===== config.mk =====
export PLATFORM = sky130hd
export DESIGN_NAME = param_cache
export DESIGN_NICKNAME = d
export VERILOG_FILES = /design/src/rtl/cache_pkg.sv /design/src/rtl/cache_line_store.sv /design/src/rtl/param_cache.sv
export SDC_FILE = /design/constraint.sdc
export NUM_CORES = 1
export LEC_CHECK = 0
export BUFFER_PORTS_ARGS = -buffer_cell sky130_fd_sc_hd__buf_2
export CORE_MARGIN = 5
export CORE_UTILIZATION = 35
export CTS_CLUSTER_DIAMETER = 120
export DETAILED_ROUTE_END_ITERATION = 12
export GPL_TIMING_DRIVEN = 0
export HOLD_SLACK_MARGIN = 0.08
export MAX_ROUTING_LAYER = met4
export PLACE_DENSITY = 0.65
export SYNTH_ARGS = -nofsm -noshare
export SYNTH_HDL_FRONTEND = slang
export SYNTH_SLANG_ARGS = --single-unit
export TNS_END_PERCENT = 1

===== constraint.sdc =====
create_clock -name clk -period 5.19 [get_ports clk]
set_input_delay 0.519 -clock clk [delete_from_list [all_inputs] [get_ports clk]]
set_output_delay 0.519 -clock clk [all_outputs]
set_load 0.01 [all_outputs]

===== src/rtl/cache_pkg.sv =====
// Shared types and width helpers for the parametrised direct-mapped cache.
package cache_pkg;

  typedef enum logic [1:0] {
    S_IDLE  = 2'd0,
    S_CMP   = 2'd1,
    S_FILL  = 2'd2,
    S_WRITE = 2'd3
  } state_t;

  function automatic int clog2(input int value);
    int result;
    int v;
    result = 0;
    v = value - 1;
    while (v > 0) begin
      result = result + 1;
      v = v >> 1;
    end
    return result;
  endfunction

  function automatic int idx_w(input int lines);
    return clog2(lines);
  endfunction

  function automatic int tag_w(input int addr_w, input int lines);
    return addr_w - clog2(lines);
  endfunction

endpackage


===== src/rtl/cache_line_store.sv =====
// Valid/tag/data arrays for the direct-mapped cache: one combinational read
// port, one write port and a single-cycle clear of every valid bit.
module cache_line_store
  import cache_pkg::*;
#(
  parameter int DATA_W = 32,
  parameter int LINES  = 4,
  parameter int IDX_W  = 2,
  parameter int TAG_W  = 3
) (
  input  logic              clk,
  input  logic              rst,
  input  logic              clear_all,
  input  logic [IDX_W-1:0]  rd_idx,
  input  logic [TAG_W-1:0]  rd_tag,
  output logic              rd_hit,
  output logic [DATA_W-1:0] rd_data,
  output logic [TAG_W-1:0]  rd_line_tag,
  input  logic              wr_en,
  input  logic [IDX_W-1:0]  wr_idx,
  input  logic [TAG_W-1:0]  wr_tag,
  input  logic [DATA_W-1:0] wr_data
);

  logic [LINES-1:0]  valid_q, valid_d;
  logic [TAG_W-1:0]  tag_q  [LINES];
  logic [TAG_W-1:0]  tag_d  [LINES];
  logic [DATA_W-1:0] data_q [LINES];
  logic [DATA_W-1:0] data_d [LINES];

  always_comb begin
    valid_d = valid_q;
    tag_d   = tag_q;
    data_d  = data_q;
    if (clear_all) begin
      valid_d = '0;
    end else if (wr_en) begin
      valid_d[wr_idx] = 1'b1;
      tag_d[wr_idx]   = wr_tag;
      data_d[wr_idx]  = wr_data;
    end
  end

  // Only the valid bits are reset; tag and data contents are don't-care
  // until a line is filled.
  always_ff @(posedge clk) begin
    if (rst) begin
      valid_q <= '0;
    end else begin
      valid_q <= valid_d;
    end
    tag_q  <= tag_d;
    data_q <= data_d;
  end

  assign rd_line_tag = tag_q[rd_idx];
  assign rd_data     = data_q[rd_idx];
  assign rd_hit      = valid_q[rd_idx] && (tag_q[rd_idx] == rd_tag);

endmodule


===== src/rtl/param_cache.sv =====
// Direct-mapped write-through cache between a CPU request port and a
// req/ack backing word memory, with flush and saturating hit/miss counters.
//
// state  | meaning
// IDLE   | waiting for cpu_req; flush clears all lines here
// CMP    | tag compare on the latched request
// FILL   | read miss: fetching the word from backing memory
// WRITE  | write-through to backing memory, update line on hit
module param_cache
  import cache_pkg::*;
#(
  parameter int DATA_W = 32,
  parameter int ADDR_W = 5,
  parameter int LINES  = 4,
  parameter int CNT_W  = 16
) (
  input  logic              clk,
  input  logic              rst,
  input  logic              cpu_req,
  input  logic              cpu_we,
  input  logic [ADDR_W-1:0] cpu_addr,
  input  logic [DATA_W-1:0] cpu_wdata,
  output logic [DATA_W-1:0] cpu_rdata,
  output logic              cpu_ready,
  input  logic              flush,
  output logic              mem_req,
  output logic              mem_we,
  output logic [ADDR_W-1:0] mem_addr,
  output logic [DATA_W-1:0] mem_wdata,
  input  logic [DATA_W-1:0] mem_rdata,
  input  logic              mem_ack,
  output logic [CNT_W-1:0]  hit_cnt,
  output logic [CNT_W-1:0]  miss_cnt
);

  localparam int IDX_W = idx_w(LINES);
  localparam int TAG_W = tag_w(ADDR_W, LINES);
  localparam logic [CNT_W-1:0] CNT_MAX = {CNT_W{1'b1}};

  state_t            state_q, state_d;
  logic              we_q, we_d;
  logic [ADDR_W-1:0] addr_q, addr_d;
  logic [DATA_W-1:0] wdata_q, wdata_d;
  logic              wr_hit_q, wr_hit_d;
  logic              cpu_ready_q, cpu_ready_d;
  logic [DATA_W-1:0] cpu_rdata_q, cpu_rdata_d;
  logic              mem_req_q, mem_req_d;
  logic              mem_we_q, mem_we_d;
  logic [ADDR_W-1:0] mem_addr_q, mem_addr_d;
  logic [DATA_W-1:0] mem_wdata_q, mem_wdata_d;
  logic [CNT_W-1:0]  hit_cnt_q, hit_cnt_d;
  logic [CNT_W-1:0]  miss_cnt_q, miss_cnt_d;

  logic [IDX_W-1:0]  req_idx;
  logic [TAG_W-1:0]  req_tag;
  logic              line_hit;
  logic [DATA_W-1:0] line_data;
  logic [TAG_W-1:0]  line_tag;
  logic              clear_all;
  logic              wr_en;
  logic [TAG_W-1:0]  wr_tag;
  logic [DATA_W-1:0] wr_data;

  assign req_idx = addr_q[IDX_W-1:0];
  assign req_tag = addr_q[ADDR_W-1:IDX_W];

  cache_line_store #(
    .DATA_W (DATA_W),
    .LINES  (LINES),
    .IDX_W  (IDX_W),
    .TAG_W  (TAG_W)
  ) u_store (
    .clk         (clk),
    .rst         (rst),
    .clear_all   (clear_all),
    .rd_idx      (req_idx),
    .rd_tag      (req_tag),
    .rd_hit      (line_hit),
    .rd_data     (line_data),
    .rd_line_tag (line_tag),
    .wr_en       (wr_en),
    .wr_idx      (req_idx),
    .wr_tag      (wr_tag),
    .wr_data     (wr_data)
  );

  always_comb begin
    state_d     = state_q;
    we_d        = we_q;
    addr_d      = addr_q;
    wdata_d     = wdata_q;
    wr_hit_d    = wr_hit_q;
    cpu_ready_d = 1'b0;
    cpu_rdata_d = cpu_rdata_q;
    mem_req_d   = mem_req_q;
    mem_we_d    = mem_we_q;
    mem_addr_d  = mem_addr_q;
    mem_wdata_d = mem_wdata_q;
    hit_cnt_d   = hit_cnt_q;
    miss_cnt_d  = miss_cnt_q;
    clear_all   = 1'b0;
    wr_en       = 1'b0;
    wr_tag      = req_tag;
    wr_data     = mem_rdata;

    case (state_q)
      S_IDLE: begin
        if (flush) begin
          clear_all = 1'b1;
        end else if (cpu_req) begin
          we_d    = cpu_we;
          addr_d  = cpu_addr;
          wdata_d = cpu_wdata;
          state_d = S_CMP;
        end
      end

      S_CMP: begin
        if (we_q) begin
          wr_hit_d    = line_hit;
          mem_req_d   = 1'b1;
          mem_we_d    = 1'b1;
          mem_addr_d  = addr_q;
          mem_wdata_d = wdata_q;
          state_d     = S_WRITE;
        end else if (line_hit) begin
          cpu_ready_d = 1'b1;
          cpu_rdata_d = line_data;
          if (hit_cnt_q != CNT_MAX) hit_cnt_d = hit_cnt_q + CNT_W'(1);
          state_d     = S_IDLE;
        end else begin
          if (miss_cnt_q != CNT_MAX) miss_cnt_d = miss_cnt_q + CNT_W'(1);
          mem_req_d   = 1'b1;
          mem_we_d    = 1'b0;
          mem_addr_d  = addr_q;
          state_d     = S_FILL;
        end
      end

      S_FILL: begin
        if (mem_ack) begin
          wr_en       = 1'b1;
          wr_data     = mem_rdata;
          cpu_ready_d = 1'b1;
          cpu_rdata_d = mem_rdata;
          mem_req_d   = 1'b0;
          state_d     = S_IDLE;
        end
      end

      S_WRITE: begin
        // Write-hit refreshes the data only; rewriting the resident tag
        // keeps the line identity untouched. Misses do not allocate.
        if (mem_ack) begin
          wr_en       = wr_hit_q;
          wr_tag      = line_tag;
          wr_data     = wdata_q;
          cpu_ready_d = 1'b1;
          mem_req_d   = 1'b0;
          state_d     = S_IDLE;
        end
      end

      default: begin
        state_d = S_IDLE;
      end
    endcase
  end

  always_ff @(posedge clk) begin
    if (rst) begin
      state_q     <= S_IDLE;
      we_q        <= 1'b0;
      addr_q      <= '0;
      wdata_q     <= '0;
      wr_hit_q    <= 1'b0;
      cpu_ready_q <= 1'b0;
      cpu_rdata_q <= '0;
      mem_req_q   <= 1'b0;
      mem_we_q    <= 1'b0;
      mem_addr_q  <= '0;
      mem_wdata_q <= '0;
      hit_cnt_q   <= '0;
      miss_cnt_q  <= '0;
    end else begin
      state_q     <= state_d;
      we_q        <= we_d;
      addr_q      <= addr_d;
      wdata_q     <= wdata_d;
      wr_hit_q    <= wr_hit_d;
      cpu_ready_q <= cpu_ready_d;
      cpu_rdata_q <= cpu_rdata_d;
      mem_req_q   <= mem_req_d;
      mem_we_q    <= mem_we_d;
      mem_addr_q  <= mem_addr_d;
      mem_wdata_q <= mem_wdata_d;
      hit_cnt_q   <= hit_cnt_d;
      miss_cnt_q  <= miss_cnt_d;
    end
  end

  assign cpu_ready = cpu_ready_q;
  assign cpu_rdata = cpu_rdata_q;
  assign mem_req   = mem_req_q;
  assign mem_we    = mem_we_q;
  assign mem_addr  = mem_addr_q;
  assign mem_wdata = mem_wdata_q;
  assign hit_cnt   = hit_cnt_q;
  assign miss_cnt  = miss_cnt_q;

endmodule


* Yosys cells after proc, flatten, opt, wreduce, memory -nomap -nowiden
Cells that the tools add are included.
** Word-level totals
- Output and inout port bits :: 104
- Logic and storage cells :: 111
- Bits in registers :: 289
** Operators by class
- $add $sub $neg :: 2
- Equality and inequality tests :: 14
- Bitwise gates (word level) :: 6
- Order comparisons :: 4
- Muxes and demuxes :: 46
- Reduce and logical (&&, ||, !) cells :: 17
** Operator list (count)
- 32-bit 2-to-1 mux :: 8
- 128-bit bitwise mux :: 1
- 32-bit binary-select mux with 2-bit select :: 1
- 32-bit demux with 2-bit select :: 1
- 32-bit case mux with 2 select lines :: 1
- 16-bit by 1-bit adder with 16-bit output, second input constant :: 2
- 16-bit inequality test, second input constant :: 2
- 3-bit 2-to-1 mux :: 5
- 1-bit 2-to-1 mux :: 13
- 12-bit bitwise mux :: 1
- 2-bit inequality test, second input constant :: 6
- 4-bit AND reduction :: 3
- 2-bit 2-to-1 mux :: 5
- 5-bit 2-to-1 mux :: 2
- 3-bit AND reduction :: 3
- 3-bit binary-select mux with 2-bit select :: 1
- 3-bit demux with 2-bit select :: 1
- 1-bit case mux with 2 select lines :: 3
- 2-bit case mux with 3 select lines :: 1
- 2-bit AND reduction :: 3
- 2-bit == test, second input constant :: 2
- 1-bit inverter :: 4
- 4-bit bitwise OR :: 1
- 2-bit nonzero test :: 2
- other kinds (14) :: 17

* Longest topological paths before layout
Gate-level depths: netlist (run 1).
- Depth in word-level cells :: 9
- Mapped depth :: 8
- Gate-level depth less buffers :: 6

* Modules after synthesis
Synthesis (run 1) repeated with hierarchy kept, for this count alone.
** Second synthesis, totals
- Cell total of the unflattened synthesis :: 947
- Area total of the unflattened synthesis :: 11601.1 um2
** Modules (own cells, without submodules)
- param_cache :: instances 1, seq. area each 2902.8 um2, cells an instance 732, area an instance 6289.8 um2
- cache_line_store :: instances 1, seq. area each 4284.1 um2, cells an instance 215, area an instance 5311.3 um2

* Worst setup path after synthesis (run 1)
No wires, ideal clock.
- Kind :: reg-to-reg
- Start :: register, netlist name addr_q[1]
- End :: register u_store.data_q[32] (netlist name), enable pin
- Setup time :: 481 ps
- Stages on the path, launching flop included :: 5
- Required time :: 4709 ps
- Arrival time :: 3850 ps
- Path buffers :: 3
- Setup slack :: 859 ps
- Cell sequence :: dfxtp_1 -> clkbuf_1 -> clkbuf_1 -> buf_1 -> nor3b_1
** RTL lines
- end signal: assignment :: RTL line cache_line_store.sv:53 : data_q <= data_d;
- end: declaration :: RTL line cache_line_store.sv:28 : logic [DATA_W-1:0] data_q [LINES];

==> results of run 1 <==
[registers in the layout, indices dropped and copies added (netlist names)]
| register | flops |
|---|---|
| mem_req | 1 |
| state_q | 2 |
| u_store.data_q | 128 |
| mem_wdata | 32 |
| u_store.valid_q | 4 |
| mem_addr | 5 |
| mem_we | 1 |
| wr_hit_q | 1 |
| miss_cnt | 16 |
| addr_q | 5 |
| we_q | 1 |
| wdata_q | 32 |
| cpu_rdata | 32 |
| hit_cnt | 16 |
| cpu_ready | 1 |
| u_store.tag_q | 12 |
[worst min-delay path by stage]
| stage | slack (ns) | cells past startpoint | to | start |
|---|---|---|---|---|
| floorplan | 0.44 | 1 | u_store.valid_q[2] | u_store.valid_q[2] |
| global placement | 0.44 | 2 | mem_wdata[8] | mem_wdata[8] |
| detailed placement | 0.44 | 2 | mem_wdata[8] | mem_wdata[8] |
| CTS | 0.21 | 3 | wdata_q[10] | cpu_wdata[10] |
| global route | 0.22 | 3 | wdata_q[10] | cpu_wdata[10] |
| finish | 0.24 | 3 | wdata_q[7] | cpu_wdata[7] |
[synthesized netlist by cell type (2+ instances only)]
library cell                 n  area [um2]
sky130_fd_sc_hd__o21ai_0     5        25.0
sky130_fd_sc_hd__xnor2_2     3        48.8
sky130_fd_sc_hd__and4_1      2        17.5
sky130_fd_sc_hd__clkbuf_1   50         188
sky130_fd_sc_hd__or3_1       6        37.5
sky130_fd_sc_hd__nor4b_1     2        17.5
sky130_fd_sc_hd__and3_1      4        25.0
sky130_fd_sc_hd__nor2_1     26        97.6
sky130_fd_sc_hd__inv_1      12        45.0
sky130_fd_sc_hd__mux4_2     36         811
sky130_fd_sc_hd__and2_1      5        31.3
sky130_fd_sc_hd__nand2_1   158         593
sky130_fd_sc_hd__nor2b_1     4        25.0
sky130_fd_sc_hd__buf_2      15        75.1
sky130_fd_sc_hd__nor4_1      5        31.3
sky130_fd_sc_hd__ha_1        2        25.0
sky130_fd_sc_hd__or4_1      19         143
sky130_fd_sc_hd__a21oi_1   101         505
sky130_fd_sc_hd__buf_6       2        22.5
sky130_fd_sc_hd__nor3b_1     2        15.0
sky130_fd_sc_hd__mux2_2     41         462
sky130_fd_sc_hd__o31ai_1    19         143
sky130_fd_sc_hd__buf_1       2        7.51
sky130_fd_sc_hd__nand3_1    11        55.1
sky130_fd_sc_hd__nor3_1     35         175
sky130_fd_sc_hd__mux2i_1    39         390
sky130_fd_sc_hd__o211ai_1    2        15.0
sky130_fd_sc_hd__nand4_1     8        50.1
sky130_fd_sc_hd__edfxtp_1  140        4200
sky130_fd_sc_hd__o21a_1      5        37.5
sky130_fd_sc_hd__dfxtp_1   149        2980
sky130_fd_sc_hd__a211oi_1   32         240
sky130_fd_sc_hd__or2_2       4        25.0
[worst min-delay path, cell delays in order]
cell and delay (ns):
sky130_fd_sc_hd__buf_2 0.10, sky130_fd_sc_hd__nand2_1 0.05, sky130_fd_sc_hd__a21oi_1 0.05
[layout make-up]
type | count | area, um2
fill | 3138 | 18400
sequential | 289 | 7190
multi-input combinational | 585 | 4140
timing repair buffer | 188 | 1030
clock buffer | 49 | 947
tap | 442 | 553
buffer | 69 | 293
clock inverter | 13 | 133
inverter | 12 | 45.0
antenna | 5 | 12.5
[cells in the final DEF, fill, tap and decap left out, types with 2 or more instances in the layout]
cell type / instances
sky130_fd_sc_hd__inv_1: 12
sky130_fd_sc_hd__a211oi_1: 32
sky130_fd_sc_hd__o21ai_0: 5
sky130_fd_sc_hd__buf_2: 193
sky130_fd_sc_hd__nand4_1: 8
sky130_fd_sc_hd__nor2b_1: 4
sky130_fd_sc_hd__clkinv_1: 4
sky130_fd_sc_hd__and3_1: 3
sky130_fd_sc_hd__buf_6: 8
sky130_fd_sc_hd__or4_1: 19
sky130_fd_sc_hd__nor2_1: 25
sky130_fd_sc_hd__nand2_1: 158
sky130_fd_sc_hd__o211ai_1: 2
sky130_fd_sc_hd__diode_2: 5
sky130_fd_sc_hd__clkinv_2: 2
sky130_fd_sc_hd__nor3_1: 34
sky130_fd_sc_hd__mux2i_1: 39
sky130_fd_sc_hd__o31ai_1: 19
sky130_fd_sc_hd__and4_1: 2
sky130_fd_sc_hd__mux2_2: 41
sky130_fd_sc_hd__and2_1: 5
sky130_fd_sc_hd__or2_2: 4
sky130_fd_sc_hd__a21oi_1: 101
sky130_fd_sc_hd__ha_1: 2
sky130_fd_sc_hd__dfxtp_1: 149
sky130_fd_sc_hd__buf_1: 2
sky130_fd_sc_hd__nor4_1: 5
sky130_fd_sc_hd__o21a_1: 5
sky130_fd_sc_hd__edfxtp_1: 140
sky130_fd_sc_hd__xnor2_2: 3
sky130_fd_sc_hd__mux4_2: 36
sky130_fd_sc_hd__nand3_1: 11
sky130_fd_sc_hd__clkbuf_16: 34
sky130_fd_sc_hd__nor4b_1: 2
sky130_fd_sc_hd__clkbuf_8: 4
sky130_fd_sc_hd__or3_1: 6
sky130_fd_sc_hd__clkbuf_1: 61
[report_power, final]
| part | leakage [nW] | switching, W | internal [W] |
|---|---|---|---|
| Sequential | 2.47 | 0.0000195 | 0.00242 |
| Clock | 0.521 | 0.000942 | 0.00134 |
| Combinational | 2.29 | 0.000162 | 0.000106 |
[metal layers]
metal  wire (um)  vias to the layer above  global-route usage
li1            -                     4014                   -
met1       14900                     4243               0.242
met2       15400                      309               0.285
met3        2160                       42              0.0338
met4         712                        0              0.0546
met5           0                        -                   -
[per-stage QoR]
step | instance area [um2] | worst slack, ns
after floorplan | 11600 | 0.859
after global placement | 13100 | -2.14
after detailed placement | 13200 | 1.98
after CTS | 14300 | 1.98
after global routing | 14300 | 1.85
final | 14300 | 1.99
[kinds of logic after synthesis]
logic type,share of synthesized area
AO/OA/AOI/OAI,0.0877
XOR/XNOR,0.00419
adder cells (fa/ha/maj),0.00215
buffers and inverters,0.0290
flip-flops,0.617
multiplexers,0.143
AND/OR/NAND/NOR,0.117
==> metrics list, run 1 <==
- Cell count after placement: 1585
- The pre-antenna-repair detailed-routing pass consisted of 5 iterations.
- Entering global routing, the biggest net connects 23 pins.
* Total via count after detailed routing: 8608
* Post-route antenna net violation count: 0
- The die covers 0.0370 mm2.
- Counting flops with a built-in enable in the synthesized netlist gives 140.
* Final weighted congestion in routability-driven placement: 0.897
- At the end of the flow the core is filled with cells to 0.439.
- The total count of hold-check failures in the final report came to 0.
* Launching element type of the critical path: flip-flop
- The tightest hold path in the finished design has a slack of 0.237 ns.
- Post-layout min period: 3.20 ns
* Initial core utilization: 0.356
* Cell breakdown of the critical path: clkbuf_1, clkbuf_1, buf_1, nor3b_2, buf_6, buf_6, buf_4
- TritonCTS clock tree: done
- Placeable core region: 0.0327 mm2
- The worst-case IR drop observed on VDD is 0.000219 V.
- Wire length of the first global-routing pass: 49900 um
* Post-synthesis area per instance: 12.2 um2
- From bottom edge to top edge, the die measures 192 um.
- In this run the power density over the cells is 348 mW/mm2.
* Worst-case reg-to-reg path depth: 7
* Number of nets produced by synthesis: 1032
- By startpoint and endpoint, the worst setup path is classified as reg2reg.
- The worst register-to-register path ends at u_store.data_q[38].
- Counting along the longest clock path gives a buffer depth of 3.
- For this run, the post-layout net count is 1256.
- The clock drives 289 sinks.
- In this run the worst setup path terminates at u_store.data_q[38].
* Final sum of negative setup slack: 0 ns
* Setup bufs post-CTS: 0
- Max-capacitance violation count: 0
- Top FF cell, synth: sky130_fd_sc_hd__dfxtp_1
- Of the synthesized area, sequential elements account for 0.617.
* Count of routing violations after the opening detailed-route iteration: 599
* Synth unique cells: 42
- Remaining Overflow, GRT: 0
* Worst-Skew Late Latency: 0.52 ns
- Buffers inserted during clock tree synthesis total 34.
- Port bufs: 178
- In the final layout, the share of cells above drive strength 1 is 0.284.
- Setup violations remaining at the end of the flow were counted as 0.
- For the worst setup path, the data arrival time is 3.42 ns.
* Number of stages on the worst setup path: 7
* DRT Wirelength: 33200 um
* Source of the critical timing path: addr_q[1]
- The via count of the first global-routing pass came to 8500.
* Gate family responsible for the most delay along the worst path: buffers and inverters
- Leakage component of the power: 5.28 nW
- The design draws 0.00498 W.
- After synthesis the netlist holds a flip-flop and latch count of 289.
* Number of primary I/O pins: 179
- After detailed routing, the number of vias per cell comes to 5.21.
- Final cell count without fillers: 1652
- The H-tree was split into 2 levels.
* Data required time at the worst endpoint: 5.41 ns
- Result of the run: completed
* Max-slew violation count: 0
* Gates resized, CTS repair: 0
- On the final layout, the worst clock skew is 0.0371 ns.
- The critical path contains buffers and inverters numbering 6 combined.
* Routed wire length per instance: 20.1 um
* Antenna violations before repair: 3
- Of all nets on the critical path, the largest fanout is 10.
- CTS clock-pin slew for the worst setup and hold paths: 0.06 ns
- The largest single stage delay on the critical path is 0.65 ns.
- Among all stages on the critical path, the largest delay is contributed by sky130_fd_sc_hd__clkbuf_1.
- FMAX: 312 MHz
- Setup repair after global routing missed its margin: false
- Tightest slew margin relative to the limit: 0.396
- Slew of the pin with the lowest slew margin: 0.906 ns
* Synthesized netlist cell count: 955
- Clock tree synthesis selected as its root buffer the cell sky130_fd_sc_hd__clkbuf_16.
* Share of flip-flops with an asynchronous set or reset after synthesis: 0
- The worst hold path belongs to the class in2reg.
- Drt drc: 0
- Total of hold buffers inserted after clock tree synthesis: 0
- During synthesis, Yosys emitted a total of 0 warnings.
- Minimum setup slack among reg-to-reg paths: 1.99 ns
- In the global route stage, overall resource usage came out at 0.181.
* Count of standard-cell rows: 66
* Reg-to-reg critical path startpoint: addr_q[1]
* Detailed placer's ending HPWL: 23700 um
- STA classifies the critical path endpoint as a flip-flop.
* Die X: 192 um
* Part of the cycle the worst path needs: 0.617
- Relative area change from synthesis to final layout: 23.1%
- The synthesized netlist occupies a cell area of 0.0116 mm2.
Power figures use the tool's default switching activity.
==> inputs of run 2 (changes only) <==
--- a/config.mk
+++ b/config.mk
@@ -5,6 +5,7 @@
 export SDC_FILE = /design/constraint.sdc
 export NUM_CORES = 1
 export LEC_CHECK = 0
+export ABC_AREA = 1
 export BUFFER_PORTS_ARGS = -buffer_cell sky130_fd_sc_hd__buf_2
 export CORE_MARGIN = 5
 export CORE_UTILIZATION = 35
@@ -13,7 +14,7 @@
 export GPL_TIMING_DRIVEN = 0
 export HOLD_SLACK_MARGIN = 0.08
 export MAX_ROUTING_LAYER = met4
-export PLACE_DENSITY = 0.65
+export PLACE_DENSITY = 0.66
 export SYNTH_ARGS = -nofsm -noshare
 export SYNTH_HDL_FRONTEND = slang
 export SYNTH_SLANG_ARGS = --single-unit
==> constraint.sdc (replaced) <==
create_clock -name clk -period 2.73 [get_ports clk]
set_input_delay 0.273 -clock clk [delete_from_list [all_inputs] [get_ports clk]]
set_output_delay 0.273 -clock clk [all_outputs]
set_load 0.01 [all_outputs]
==> run 2 against run 1 <==
Sequential cell count is the same. Clock skew shrank 0.014 ns. Worst hold slack lost 0.14 ns. Register-to-register slack lost 1.7 ns. Core utilization grew 0.31 points. First-iteration DRC count grew 12%. Cell count grew 29%. Combinational power grew to 3.1 times the previous value. Synthesized area grew 3.7%. Critical path type unchanged. Largest cell class unchanged.
==> metrics list, run 2 <==
- The register with the most flip-flops in the final layout is u_store.data_q.
- Count of standard-cell rows: 68 (+3.0%)
- After global routing, the most crowded layer is met2.
* Flop and latch count out of synthesis: 289 (unchanged)
- Synth unique cells: 32 (-24%)
- The setup-violating endpoint count in the final report came to 0 (unchanged).
- GR Util All Layers: 0.193 (+0.0113)
- The max-cap check violation count is 0 (unchanged).
- Data required time at the worst endpoint: 3.12 ns (-2.29 ns)
* Switching power total: 0.00241 W (+110%)
- Setup repair after global routing left no endpoint under its margin.
* DRT Wirelength: 36900 um (+11%)
- The count of warnings emitted by yosys is 0 (unchanged).
* Synthesized netlist cell count: 1383 (+45%)
- The worst setup path is launched from a flip-flop.
- CP max-delay cell: sky130_fd_sc_hd__nor2_2
* Number of nets produced by synthesis: 1460 (+41%)
* GRT met3 Usage: 0.0483 (+0.0144)
* Count of routing violations after the opening detailed-route iteration: 668 (+12%)
* Area leader, netlist: sky130_fd_sc_hd__edfxtp_1
- For this run, the leading register cell type out of synthesis is sky130_fd_sc_hd__dfxtp_1.
* Cell repeated most along the worst path: sky130_fd_sc_hd__nand2_1
- Relative to the synthesized area, the layout overhead comes to 25.4%.
- The largest driver fanout on the critical path is 10 (unchanged).
- The post-route antenna net violation count is 0 (unchanged).
* Worst-case hold slack: 0.0983 ns (-0.139 ns)
- Slew of the pin with the lowest slew margin: 0.833 ns (-0.0731 ns)
- Top-count cell post-synth: sky130_fd_sc_hd__nand2_1
- The effective utilization at floorplan is 0.352 (-0.00407).
- Number of nets in the layout: 1719 (+37%)
* Commonest non-fill, non-tap cells in the layout: sky130_fd_sc_hd__nand2_1 (343), sky130_fd_sc_hd__nor2_1 (218), sky130_fd_sc_hd__buf_2 (193)
* PwrDens: 655 mW/mm2 (+89%)
- The worst clock skew on the final layout came to 0.0231 ns (-0.0140 ns).
* Category of the worst setup path capture point: flip-flop
- The synthesized area per cell came to 8.73 um2 (-28%).
* Share of flip-flops with an asynchronous set or reset after synthesis: 0 (unchanged)
* Final weighted congestion in routability-driven placement: 0.956 (+6.6%)
- The cell area after synthesis came to 0.0121 mm2 (+3.7%).
* Via count of the first global-routing pass: 10200 (+20%)
* Number of buffers added by the clock tree synthesis step: 34 (unchanged)
- Part of the cycle the worst path needs: 0.902 (+0.285)
* Number of buffers between clock root and the deepest sink: 3 (unchanged)
- Maximum number of pins on one net before global-route repair: 25 (+8.7%)
- CTS sink cnt: 289 (unchanged)
- FMAX: 406 MHz (+30%)
- CTS clock-pin slew for the worst setup and hold paths: 0.06 ns (about the same)
- Counting instances in the post-synthesis netlist gives the leading cell types as sky130_fd_sc_hd__nand2_1 (343), sky130_fd_sc_hd__nor2_1 (221), sky130_fd_sc_hd__dfxtp_1 (149).
* Combinational fraction of design power: 0.085 (+0.031)
* Result of the run: completed
- Cell breakdown of the critical path: buf_4, inv_4, nor2_2, nand2_1, nand4_1, nand2_1, nor2_4, nand3_1, nand2_2, buf_2, nand3_1, nand2_1, nor2_1
* CTS H-tree depth: 2 (unchanged)
* Die height: 196 um (+1.7%)
- Clock network fraction of total power: 0.440 (-0.017)
- Area used by sequential logic in the layout: 0.00719 mm2 (unchanged)
- Ranked by total cell area, the synthesized netlist is headed by sky130_fd_sc_hd__edfxtp_1 (35%), sky130_fd_sc_hd__dfxtp_1 (25%), sky130_fd_sc_hd__nand2_1 (11%).
- Filler Cells Inserted: 3373 (+7.5%)
- Port bufs: 177 (-0.56%)
- The worst setup path is of the reg2reg kind.
* Area of the multi-input gates: 0.00433 mm2 (+4.5%)
- The average wire length per cell after detail routing came to 17.4 um (-14%).
- The share of layout cells above drive strength 1 came to 0.172 (-0.112).
- The fraction of met1 tracks used by global routing came to 0.246 (+0.00463).
- Post-layout min period: 2.46 ns (-0.740 ns)
- Part of the power in registers: 0.475 (-0.014)
- Clock tree synthesis selected as its root buffer the cell sky130_fd_sc_hd__clkbuf_16.
* Wire length of the first global-routing pass: 57200 um (+15%)
* Tightest slew margin relative to the limit: 0.445 (+0.0487)
* Via density per instance: 4.89 (-6.2%)
- The final sum of negative setup slack came to 0 ns (unchanged).
* Maximum vdd ir drop: 0.000375 V (+71%)
- The sequential cell area fraction in the yosys report was 0.595 (-0.0217).
* Leakage component of the power: 6.17 nW (+17%)
* Total Die Area: 0.0383 mm2 (+3.5%)
* Number of flip-flops under the largest register name: 128 (unchanged)
- M2 GR Usage: 0.302 (+0.0176)
* Die X: 196 um (+1.7%)
- The total count of hold-check failures in the final report was 0 (unchanged).
- Hold Path Class: in2reg
- Detailed placer's ending HPWL: 26900 um (+14%)
- The area inside the core boundary came to 0.0343 mm2 (+4.9%).
* Total via count after detailed routing: 10400 (+21%)
* Drt drc: 0 (unchanged)
* Most common library cell in the layout ignoring fill and taps: sky130_fd_sc_hd__nand2_1
- Highest cell delay on the worst timing path: 0.33 ns (-0.32 ns)
- The aggregate global routing overflow is 0 (unchanged).
- The internal power contribution came to 0.00752 W (+95%).
- The switching share of power was 0.243 (+0.0172).
* TritonCTS clock tree: done
- The number of detailed-routing iterations run before antenna repair is 5 (unchanged).
* Antenna violations before repair: 5 (+2)
- Worst-Skew Late Latency: 0.52 ns (about the same)
* Number of primary I/O pins: 179 (unchanged)
- Max-slew violation count: 0 (unchanged)
- Number of synthesized flops with an enable pin: 140 (unchanged)
* Area share of the leading cell type in the synthesized netlist: 0.348 (-0.0127)
- The data arrival time of the worst path was 2.86 ns (-0.56 ns).
==> run 2: repair_timing <==
item	in CTS	in global routing
endpoints found under the setup margin	0	19
resized for setup	0	3
endpoints found under the hold margin	36	0
hold buffers	36	0
buffers inserted	0	0
==> run 2: path summary, 6_finish.rpt <==
check | startpoint | endpoint | slack [ns] | cells past startpoint
max reg2reg | addr_q[1] | cpu_rdata[27] | 0.27 | 13
min | cpu_addr[1] | addr_q[1] | 0.1 | 3
min reg2reg | mem_req | mem_req | 0.47 | 2
max | addr_q[1] | cpu_rdata[27] | 0.27 | 13
==> run 2: kinds of logic (layout without fill, tap and decap cells) <==
kind of cell               Yosys count  after routing  synth area share
and+or+nand+nor                    707            707             0.242
xor gates and xnor gates            25             25            0.0181
other                                0              4                 0
AOI/OAI and AO/OA                  220            220            0.0937
adders and majority gates            2              2           0.00207
DFF                                289            289             0.595
buffers and inverters              140            424            0.0485
==> run 2: stage by stage <==
stage | setup slack (ns) | utilization | total power, W | cell area (um2) | std cells
after floorplan | -0.870 | - | 0.00527 | 12100 | 1383
after global placement | -3.02 | 0.395 | 0.00559 | 13500 | 2015
after detailed placement | 0.123 | 0.399 | 0.00561 | 13700 | 2025
after CTS | 0.0821 | 0.441 | 0.00999 | 15100 | 2122
after global routing | 0.108 | 0.442 | 0.0103 | 15100 | 2126
final | 0.267 | 0.442 | 0.00993 | 15100 | 2126
==> run 2: critical path, delay by kind of cell (launching register included) <==
kind / cells / cell delay (ns)
buffers and inverters: 3 / 0.52
DFF: 1 / 0.31
and+or+nand+nor: 10 / 1.50
==> run 2: routing by layer <==
metal	up-vias	share of wire
met5	-	0
met3	80	0.078
met1	4781	0.44
met2	363	0.45
li1	5163	-
met4	0	0.032
==> run 2: layout make-up <==
cell class              instances  share of cell area
well taps                     455              0.0376
clock buffers                  41              0.0599
diodes                          4            0.000661
inverters                      60              0.0150
flip-flops and latches        289               0.475
repair buffers                223              0.0911
multi-input cells             954               0.286
plain buffers                  80              0.0237
clock inverters                20              0.0115
==> run 2: power by group through the flow <==
stage / combinational (W) / clock, W / sequential [W]
after floorplan: 0.000460 / 0 / 0.00481
after global placement: 0.000777 / 0 / 0.00481
after detailed placement: 0.000796 / 0 / 0.00481
after CTS: 0.000842 / 0.00443 / 0.00472
after global routing: 0.000938 / 0.00462 / 0.00473
final: 0.000842 / 0.00436 / 0.00472
